## config.mk

```make
export PLATFORM = sky130hd
export DESIGN_NAME = bcd_display_driver
export DESIGN_NICKNAME = d
export VERILOG_FILES = /design/src/rtl/bcd_disp_pkg.sv /design/src/rtl/bin2bcd_seq.sv /design/src/rtl/bcd_display_driver.sv
export SDC_FILE = /design/constraint.sdc
export NUM_CORES = 1
export LEC_CHECK = 0
export CAP_MARGIN = 5
export CORE_ASPECT_RATIO = 1.5
export CORE_MARGIN = 2
export CORE_UTILIZATION = 55
export DETAILED_ROUTE_END_ITERATION = 12
export GPL_TIMING_DRIVEN = 0
export HOLD_SLACK_MARGIN = 0.08
export PLACE_DENSITY = 0.78
export SLEW_MARGIN = 40
export SYNTH_ARGS = -nofsm -noshare
export SYNTH_HDL_FRONTEND = slang
export SYNTH_HIERARCHICAL = 1
export SYNTH_SLANG_ARGS = --single-unit
```

## constraint.sdc

```tcl
create_clock -name clk -period 2.7 [get_ports clk]
set_input_delay 0.405 -clock clk [delete_from_list [all_inputs] [get_ports clk]]
set_output_delay 0.405 -clock clk [all_outputs]
set_load 0.03 [all_outputs]
```

## src/rtl/bcd_disp_pkg.sv

```systemverilog
// ---------------------------------------------------------------------------
// bcd_disp_pkg
// Shared definitions for the BCD display driver:
//   - conversion FSM state encoding
//   - digit-scan index encoding
//   - 7-segment pattern table (active-high, bit order {g,f,e,d,c,b,a})
//   - double-dabble nibble adjust helper
// ---------------------------------------------------------------------------
package bcd_disp_pkg;

    typedef enum logic [1:0] {
        ST_IDLE  = 2'd0,
        ST_SHIFT = 2'd1,
        ST_DONE  = 2'd2
    } conv_state_e;

    typedef enum logic [1:0] {
        DIG_ONES     = 2'd0,
        DIG_TENS     = 2'd1,
        DIG_HUNDREDS = 2'd2
    } digit_e;

    // All segments dark, active-high view.
    localparam logic [6:0] SEG_OFF = 7'h00;

    // Active-high 7-segment pattern for one BCD digit. Codes above 9 cannot
    // come out of the converter; they decode to dark rather than garbage.
    function automatic logic [6:0] seg_pattern(input logic [3:0] digit);
        logic [6:0] pat;
        case (digit)
            4'd0:    pat = 7'h3F;
            4'd1:    pat = 7'h06;
            4'd2:    pat = 7'h5B;
            4'd3:    pat = 7'h4F;
            4'd4:    pat = 7'h66;
            4'd5:    pat = 7'h6D;
            4'd6:    pat = 7'h7D;
            4'd7:    pat = 7'h07;
            4'd8:    pat = 7'h7F;
            4'd9:    pat = 7'h6F;
            default: pat = SEG_OFF;
        endcase
        return pat;
    endfunction

    // Double-dabble correction: a nibble of 5 or more would reach 10+ after
    // the next left shift, so pre-add 3 to carry it into the next digit.
    function automatic logic [3:0] dd_adjust(input logic [3:0] nib);
        return (nib >= 4'd5) ? nib + 4'd3 : nib;
    endfunction

endpackage

```

## src/rtl/bin2bcd_seq.sv

```systemverilog
// ---------------------------------------------------------------------------
// bin2bcd_seq
// Sequential 8-bit binary to 3-digit BCD converter (double dabble, one bit
// per clock) with a single-entry, last-value-wins pending slot.
//
// Ports
//   clk    in   system clock, posedge
//   rstb   in   asynchronous active-low reset
//   value  in   [7:0] binary value to convert
//   load   in   strobe: sample value this cycle
//   busy   out  conversion in progress (9 cycles per conversion)
//   done   out  one-cycle pulse in the cycle bcd takes a new value
//   bcd    out  [11:0] {hundreds,tens,ones} of last completed conversion
// ---------------------------------------------------------------------------
module bin2bcd_seq
    import bcd_disp_pkg::*;
(
    input  logic        clk,
    input  logic        rstb,
    input  logic [7:0]  value,
    input  logic        load,
    output logic        busy,
    output logic        done,
    output logic [11:0] bcd
);

    conv_state_e state_q;
    logic [2:0]  cnt_q;
    logic [7:0]  sr_q;
    logic [11:0] acc_q;
    logic        pend_q;
    logic [7:0]  pend_val_q;
    logic        busy_q;
    logic        done_q;
    logic [11:0] bcd_q;

    // One double-dabble iteration: adjust every BCD nibble, then shift the
    // whole {accumulator, shift register} pair left by one.
    logic [19:0] dd_step;

    always_comb begin
        dd_step = {dd_adjust(acc_q[11:8]), dd_adjust(acc_q[7:4]),
                   dd_adjust(acc_q[3:0]), sr_q} << 1;
    end

    // NOTE: sequential state is written with non-blocking (<=) assignments only,
    // so every flop samples pre-edge values regardless of statement order.
    always_ff @(posedge clk or negedge rstb) begin
        if (!rstb) begin
            state_q    <= ST_IDLE;
            cnt_q      <= 3'd0;
            sr_q       <= 8'd0;
            acc_q      <= 12'd0;
            pend_q     <= 1'b0;
            pend_val_q <= 8'd0;
            busy_q     <= 1'b0;
            done_q     <= 1'b0;
            bcd_q      <= 12'd0;
        end else begin
            done_q <= 1'b0;
            case (state_q)
                ST_IDLE: begin
                    // A fresh load is newer than anything parked in the
                    // pending slot, so it takes priority.
                    if (load || pend_q) begin
                        sr_q    <= load ? value : pend_val_q;
                        acc_q   <= 12'd0;
                        cnt_q   <= 3'd0;
                        pend_q  <= 1'b0;
                        busy_q  <= 1'b1;
                        state_q <= ST_SHIFT;
                    end
                end

                ST_SHIFT: begin
                    acc_q <= dd_step[19:8];
                    sr_q  <= dd_step[7:0];
                    cnt_q <= cnt_q + 3'd1;
                    if (cnt_q == 3'd7) begin
                        state_q <= ST_DONE;
                    end
                    if (load) begin
                        pend_q     <= 1'b1;
                        pend_val_q <= value;
                    end
                end

                ST_DONE: begin
                    // A parked value is started from IDLE on the next edge,
                    // so back-to-back results are a full 10 clocks apart.
                    bcd_q   <= acc_q;
                    done_q  <= 1'b1;
                    busy_q  <= 1'b0;
                    state_q <= ST_IDLE;
                    if (load) begin
                        pend_q     <= 1'b1;
                        pend_val_q <= value;
                    end
                end

                default: begin
                    busy_q  <= 1'b0;
                    state_q <= ST_IDLE;
                end
            endcase
        end
    end

    assign busy = busy_q;
    assign done = done_q;
    assign bcd  = bcd_q;

endmodule

```

## src/rtl/bcd_display_driver.sv

```systemverilog
// ---------------------------------------------------------------------------
// bcd_display_driver
// Converts an 8-bit binary count to BCD and time-multiplexes the three
// digits onto a single 7-segment bus with optional leading-zero blanking.
//
// Parameters
//   SCAN_DIV        clocks each digit stays lit (>= 2)
//   SEG_ACTIVE_LOW  1: seg/an drive 0 = on; 0: 1 = on
//   BLANK_LEADING   1: suppress leading zeros (ones digit always shown)
//
// Ports
//   clk    in   system clock, posedge
//   rstb   in   asynchronous active-low reset
//   value  in   [7:0] binary value to display
//   load   in   strobe: sample value this cycle
//   busy   out  conversion in progress
//   done   out  one-cycle pulse when bcd updates
//   bcd    out  [11:0] {hundreds,tens,ones} of last completed conversion
//   seg    out  [6:0] {g,f,e,d,c,b,a} segment drive
//   an     out  [2:0] one-hot digit enable: [0]=ones [1]=tens [2]=hundreds
// ---------------------------------------------------------------------------
module bcd_display_driver
    import bcd_disp_pkg::*;
#(
    parameter int unsigned SCAN_DIV       = 1000,
    parameter bit          SEG_ACTIVE_LOW = 1'b1,
    parameter bit          BLANK_LEADING  = 1'b1
)
(
    input  logic        clk,
    input  logic        rstb,
    input  logic [7:0]  value,
    input  logic        load,
    output logic        busy,
    output logic        done,
    output logic [11:0] bcd,
    output logic [6:0]  seg,
    output logic [2:0]  an
);

    localparam int unsigned        PRESC_W     = $clog2(SCAN_DIV);
    localparam logic [PRESC_W-1:0] PRESC_LAST  = PRESC_W'(SCAN_DIV - 1);
    localparam logic [6:0]         SEG_PIN_OFF = SEG_ACTIVE_LOW ? ~SEG_OFF : SEG_OFF;
    localparam logic [2:0]         AN_PIN_OFF  = SEG_ACTIVE_LOW ? 3'b111 : 3'b000;

    logic [PRESC_W-1:0] presc_q;
    digit_e             dig_q;
    logic [6:0]         seg_d, seg_q;
    logic [2:0]         an_d,  an_q;

    logic [3:0]         nibble;
    logic               blank;
    logic [6:0]         seg_ah;
    logic [2:0]         an_ah;

    bin2bcd_seq u_conv (
        .clk   (clk),
        .rstb  (rstb),
        .value (value),
        .load  (load),
        .busy  (busy),
        .done  (done),
        .bcd   (bcd)
    );

    // Scan timing: each digit is held for SCAN_DIV clocks.
    always_ff @(posedge clk or negedge rstb) begin
        if (!rstb) begin
            presc_q <= '0;
            dig_q   <= DIG_ONES;
        end else if (presc_q == PRESC_LAST) begin
            presc_q <= '0;
            case (dig_q)
                DIG_ONES: dig_q <= DIG_TENS;
                DIG_TENS: dig_q <= DIG_HUNDREDS;
                default:  dig_q <= DIG_ONES;
            endcase
        end else begin
            presc_q <= presc_q + PRESC_W'(1);
        end
    end

    // Digit select and blanking. The display reads only the committed bcd,
    // never the converter's working accumulator, so it cannot flicker
    // through intermediate values mid-conversion.
    // NOTE: every signal written here gets a default before the case, so no
    // path leaves it unassigned and no latch is inferred.
    always_comb begin
        nibble = bcd[3:0];
        blank  = 1'b0;
        an_ah  = 3'b001;
        case (dig_q)
            DIG_TENS: begin
                nibble = bcd[7:4];
                an_ah  = 3'b010;
                blank  = BLANK_LEADING && (bcd[11:8] == 4'd0) && (bcd[7:4] == 4'd0);
            end
            DIG_HUNDREDS: begin
                nibble = bcd[11:8];
                an_ah  = 3'b100;
                blank  = BLANK_LEADING && (bcd[11:8] == 4'd0);
            end
            default: begin
                nibble = bcd[3:0];
                an_ah  = 3'b001;
                blank  = 1'b0;
            end
        endcase
        seg_ah = blank ? SEG_OFF : seg_pattern(nibble);
        seg_d  = SEG_ACTIVE_LOW ? ~seg_ah : seg_ah;
        an_d   = SEG_ACTIVE_LOW ? ~an_ah  : an_ah;
    end

    // Registered pin drivers: seg/an follow the digit index one clock later.
    always_ff @(posedge clk or negedge rstb) begin
        if (!rstb) begin
            seg_q <= SEG_PIN_OFF;
            an_q  <= AN_PIN_OFF;
        end else begin
            seg_q <= seg_d;
            an_q  <= an_d;
        end
    end

    assign seg = seg_q;
    assign an  = an_q;

endmodule
```

* Word level (Yosys, flattened, before mapping)
Memory sizes are Yosys's and may differ from the RTL's.
Cells that the tools add are included.
** Word-level totals
- Register bits :: 70
- ROM bits :: 112
- Output and inout port bits :: 24
- Memories :: 1
** Operators by class
- $add $sub $neg :: 5
- Magnitude comparators :: 3
- Equal/unequal tests :: 9
- Multiplexer cells :: 25
- Bitwise gates (word level) :: 3
- Reductions and logical operators :: 13
** Memory list
- (no name shown) :: words 16, bits a word 7, read ports 1, clocked after Yosys merged registers in 0, write ports 0, RTL line bcd_disp_pkg.sv:30 : case (digit)
** Operator list (number)
- 12-bit case mux with 2 select lines :: 1
- 8-bit 2-to-1 mux :: 2
- 8-bit case mux with 2 select lines :: 1
- 4-bit by 3-bit greater-or-equal comparator with 1-bit output (second input constant) :: 3
- 12-bit 2-to-1 mux :: 1
- 3-bit case mux with 2 select lines :: 2
- 10-bit by 1-bit adder with 10-bit output (second input constant) :: 1
- 10-bit == test (second input constant) :: 1
- 10-bit 2-to-1 mux :: 1
- 4-bit by 2-bit adder with 4-bit output (second input constant) :: 2
- 4-bit logical NOT :: 2
- 4-bit 2-to-1 mux :: 2
- 2-bit case mux with 2 select lines :: 2
- 4-bit case mux with 2 select lines :: 1
- 7-bit 2-to-1 mux :: 1
- 7-bit inverter :: 1
- 3-bit 2-to-1 mux :: 2
- 2-bit by 1-bit inequality test with 1-bit output (second input constant) :: 3
- 1-bit case mux with 2 select lines :: 3
- 2-bit AND reduction :: 3
- 2-bit by 1-bit == test with 1-bit output (second input constant) :: 2
- 2-bit == test (second input constant) :: 2
- 2-bit logical NOT :: 2
- 1-bit 2-to-1 mux :: 4
- 11 further kinds :: 13

* Depth between registers and ports, before layout
- Depth in word-level cells :: 5
- Mapped depth :: 10
- Mapped depth without buffers :: 9

* Hierarchy
Netlist, hierarchy kept.
** Modules (own cells, without submodules)
- bin2bcd_seq :: instances 1, cells an instance 197, area an instance 2247.2 um2
- bcd_display_driver :: instances 1, cells an instance 112, area an instance 1191.1 um2

* Worst setup path before layout
Ideal clock, no wire load.
- Path type :: register to register
- From :: reg dig_q[0]
- To :: reg seg_q[3] (netlist: seg[3])
- Setup time :: 0.096 ns
- Data arrival time :: 1.777 ns
- Required time :: 2.604 ns
- Setup slack :: 0.827 ns
- Cell stages (with the launch flop) :: 10
- Cells stage by stage :: dfrtp_1 inv_1 ha_1 buf_4 nor2_1 a21oi_1 inv_1 ha_1 mux2i_1 o211ai_1
** Between the ends
- Cells in the longest elaborated chain, start to end :: 5
- Elaborated cells between the ends (all ways) :: 7
- Classes of those cells :: eq/ne (2); mux (3); bitwise (1); memory (1)
** Ends and longest elaborated chain
- from (decl) :: RTL line bcd_display_driver.sv:47 : digit_e dig_q;
- from (signal assigned) :: RTL line bcd_display_driver.sv:70 : dig_q <= DIG_ONES;
- from (signal assigned) :: RTL line bcd_display_driver.sv:74 : DIG_ONES: dig_q <= DIG_TENS;
- from (signal assigned) :: RTL line bcd_display_driver.sv:75 : DIG_TENS: dig_q <= DIG_HUNDREDS;
- 2-bit == test / 2-bit by 1-bit == test with 1-bit output (equally long branches) :: RTL line bcd_display_driver.sv:92 : case (dig_q)
- 4-bit case mux with 2 select lines :: RTL line bcd_display_driver.sv:92
- memory read 16 x 7 bit
- 7-bit 2-to-1 mux (*) :: RTL line bcd_display_driver.sv:109 : seg_ah = blank ? SEG_OFF : seg_pattern(nibble);
- 7-bit inverter (*) :: RTL line bcd_display_driver.sv:110 : seg_d = SEG_ACTIVE_LOW ? ~seg_ah : seg_ah;
- via seg_d[3] :: RTL line bcd_display_driver.sv:48 : logic [6:0] seg_d, seg_q;
- to (signal assigned) :: RTL line bcd_display_driver.sv:120 : seg_q <= seg_d;
- to (decl) :: RTL line bcd_display_driver.sv:48
The timed path passes the listed nets; every way through them passes the cells marked *.
A chain may end at the register's enable or synchronous reset.

* Final worst setup path
Same ends and word-level chain as after synthesis.

==> results.md <==
- Status: finished, final reports clean
- Simple-Gate Fraction of Synth Area: 8.55%
- Deepest clock path buffer count: 2
- Via count: 2,469
- Rows: 35
- Worst skew pair latency: 350 ps
- ANT cells: 0
- Global route total overflow: 0
- Maxcap violations: 0
- Post-synthesis xor/xnor area fraction: under 10%
- Register area share after synthesis: 51.3%
- Largest area contributor in the netlist: dfrtp_1
- CTS root buf: clkbuf_8
- Main flop type after synthesis: dfrtp_1
- PwrDens: 1100 mW/mm^2
- Max Transition Viols Final: 0
- Synth Instances: 309
- I/O pin total: 35
- Largest family of logic cells by synthesized area: compound AO/OA/AOI/OAI gates
- Num CTS Buffers: 9
- Synthesized net count: 342
- Die span in y: 101 microns
- Initial DRT Pass Iterations: 5
- Synthesized area: 0.00344 sq mm
- DIE AREA: 0.00691 sq mm
- Vias in the first global route: 2,580
- Tightest Hold Check Type: reg2reg
- Hold Slack: 472 ps
- Flop2flop setup slack: 530 ps
- First-pass GRT wire length: around 11 mm
- Vias/cell: 5.68
- Fmax: 461 MHz
- Detailed placement HPWL: 4.69 mm
- Area contributors post-synth: dfrtp_1 44%, ha_1 8.0%, dfstp_2 7.6%
- WP data required: slightly below 3000 ps
- Worst Skew: around 12 ps
- Post-CTS setup buffer count: 0
- RSZ-0062 raised after global routing: no
- Min Tclk post-route: ~2200 ps
- Worst-path clk slew: 80 ps
- DR WL/cell: 15.3 microns
- Area Growth Syn to Fin: 21.7%
- Post-layout net count: 389
- Setup-failing EPs final: 0
- Syn_area_per_cell: 11.1 sq um
- PortBufs: 34
- Initial core utilization: between 50% and 60%
- Final Hold Fails: 0
- Post-synthesis adder-cell area fraction: 8.01%
- Post-synth EDFFs: 0
- Critical path type: reg2reg
- Compound-cell area share of the yosys netlist: 16.5%
- Synth unique cells: 48
- Routed WL: around 6.7 mm
- H-tree depth reported by CTS: 3
- Total GRT Usage: 22.3%
- Leak: 1.87 nW
- Die Wd: 68.6 microns
- Worst slew pin tran: 680 ps
- Max-slew headroom: 54.7%
- RePlAce Congestion: between 0.8 and 0.9
- Setup TNS: 0 ps
- Mux cell area share after synthesis: ~8.7%
- # clock sinks: 70
- Synth top area share: between 40% and 50%
- CP startpoint kind: flip-flop
- Fraction of registers with async set/reset: between 90% and 100%
- Initial antenna violation count: 0
- Maximum VDD drop: between 0.6 and 0.7 mV
- Share of cells above drive strength 1: around 16%
- DR DRC count: 0
- Ys Warns: 6
- Clock tree from TritonCTS: yes
- Period utilization: around four fifths
- Worst setup EP type: flip-flop
- WP data arrival: 2440 ps
- Core area: around 0.0061 sq mm
- Synth Register Bits: 70
- Crit-path max FO: 10
- Largest net degree at the start of global routing: 40
- Final ANT Viol Nets: 0
- DRT iter0 DRCs: 108
## sequential cells by signal, indices dropped and copies added (netlist names), 2 cells and up
register           count
an                     3
dig_q                  2
presc_q               10
seg                    7
u_conv/acc_q          12
u_conv/bcd            12
u_conv/cnt_q           3
u_conv/pend_val_q      8
u_conv/sr_q            8
u_conv/state_q         2
## final cells by class
class                   instances  area, sq um
flip-flops and latches         70         1760
inverters                      19         71.3
plain buffers                  11         71.3
clock inverters                 5          129
repair buffers                 36          372
clock buffers                  11          151
fillers                       481         1900
multi-input cells             209         1530
well taps                      74         92.6
## per-stage QoR
step	instances	area [sq um]	worst slack [ps]	total power [mW]	utilization, %
global route	435	4180	340	4.91	68.7
floorplan	309	3440	827	2.90	-
CTS	435	4180	509	4.63	68.7
detailed placement	418	3890	559	3.46	63.9
finish	435	4180	531	4.61	68.7
global placement	417	3870	-1050	3.38	63.6
## cell usage after synthesis (2+ instances only)
library cell,number
a22o_1,5
o31ai_1,3
buf_6,2
nor2_1,24
nor3_1,2
a32o_1,3
ha_1,22
mux2i_1,13
nor4_1,2
clkbuf_1,2
nand3_1,2
o22a_1,2
nand2_1,20
or3_1,2
buf_4,3
xnor2_1,7
xor2_1,4
inv_1,19
o21ai_1,4
nand2b_1,4
a22oi_1,3
a21oi_1,24
buf_2,3
o21ai_0,16
dfrtp_1,60
dfstp_2,10
mux2_2,15
o22ai_1,4
o32ai_1,2
a2111oi_0,2
o211ai_1,4
a21o_1,4
a21oi_2,2
## final timing paths
check,startpoint,depth (start not counted),endpoint
setup / recovery,dig_q[0],9,seg[3]
setup reg to reg,dig_q[0],9,seg[3]
hold / removal,presc_q[0],1,presc_q[0]
min in group asynchronous,rstb,2,u_conv/bcd[11]
hold reg to reg,presc_q[0],1,presc_q[0]
max in group asynchronous,rstb,3,seg[3]
## report_power, final
group	internal, mW	total, mW	switching [mW]
logic	0.782	1.85	1.07
clock network	0.759	1.16	0.398
registers	1.39	1.60	0.203
## worst max-delay path: stages (launching register included)
cell and delay [ps]:
dfrtp_1 380, inv_1 80, ha_1 350, buf_4 190, nor2_1 50, a21oi_1 270, inv_1 150, ha_1 340
mux2i_1 160, o211ai_1 110
## kinds of logic after synthesis
group / count (synthesis)
buf+inv: 30
fa+ha+maj: 22
simple gates: 63
compound gates: 85
mux: 28
flops: 70
xor+xnor: 11
## placed cells by master, fill, tap and decap left out, types with 10 or more instances in the layout
master and instances:
ha_1 22, mux2i_1 13, inv_1 19, a21oi_1 24
dfstp_2 10, clkdlybuf4s50_1 33, nand2_1 20, o21ai_0 16
clkbuf_8 11, nor2_1 24, mux2_2 15, dfrtp_1 60
## what timing repair did
item,in CTS,in global routing
hold buffers,1,0
hold endpoints to repair,31,0
resized for setup,0,0
## metal layers
layer	track usage (%)	vias to the layer above	share of wire (%)
met5	0	-	0
met4	11.8	0	2.2
met3	5.70	17	3.1
met2	37.4	45	55
met1	25.3	1216	39
li1	-	1191	-
(Power assumes the default switching activity.)
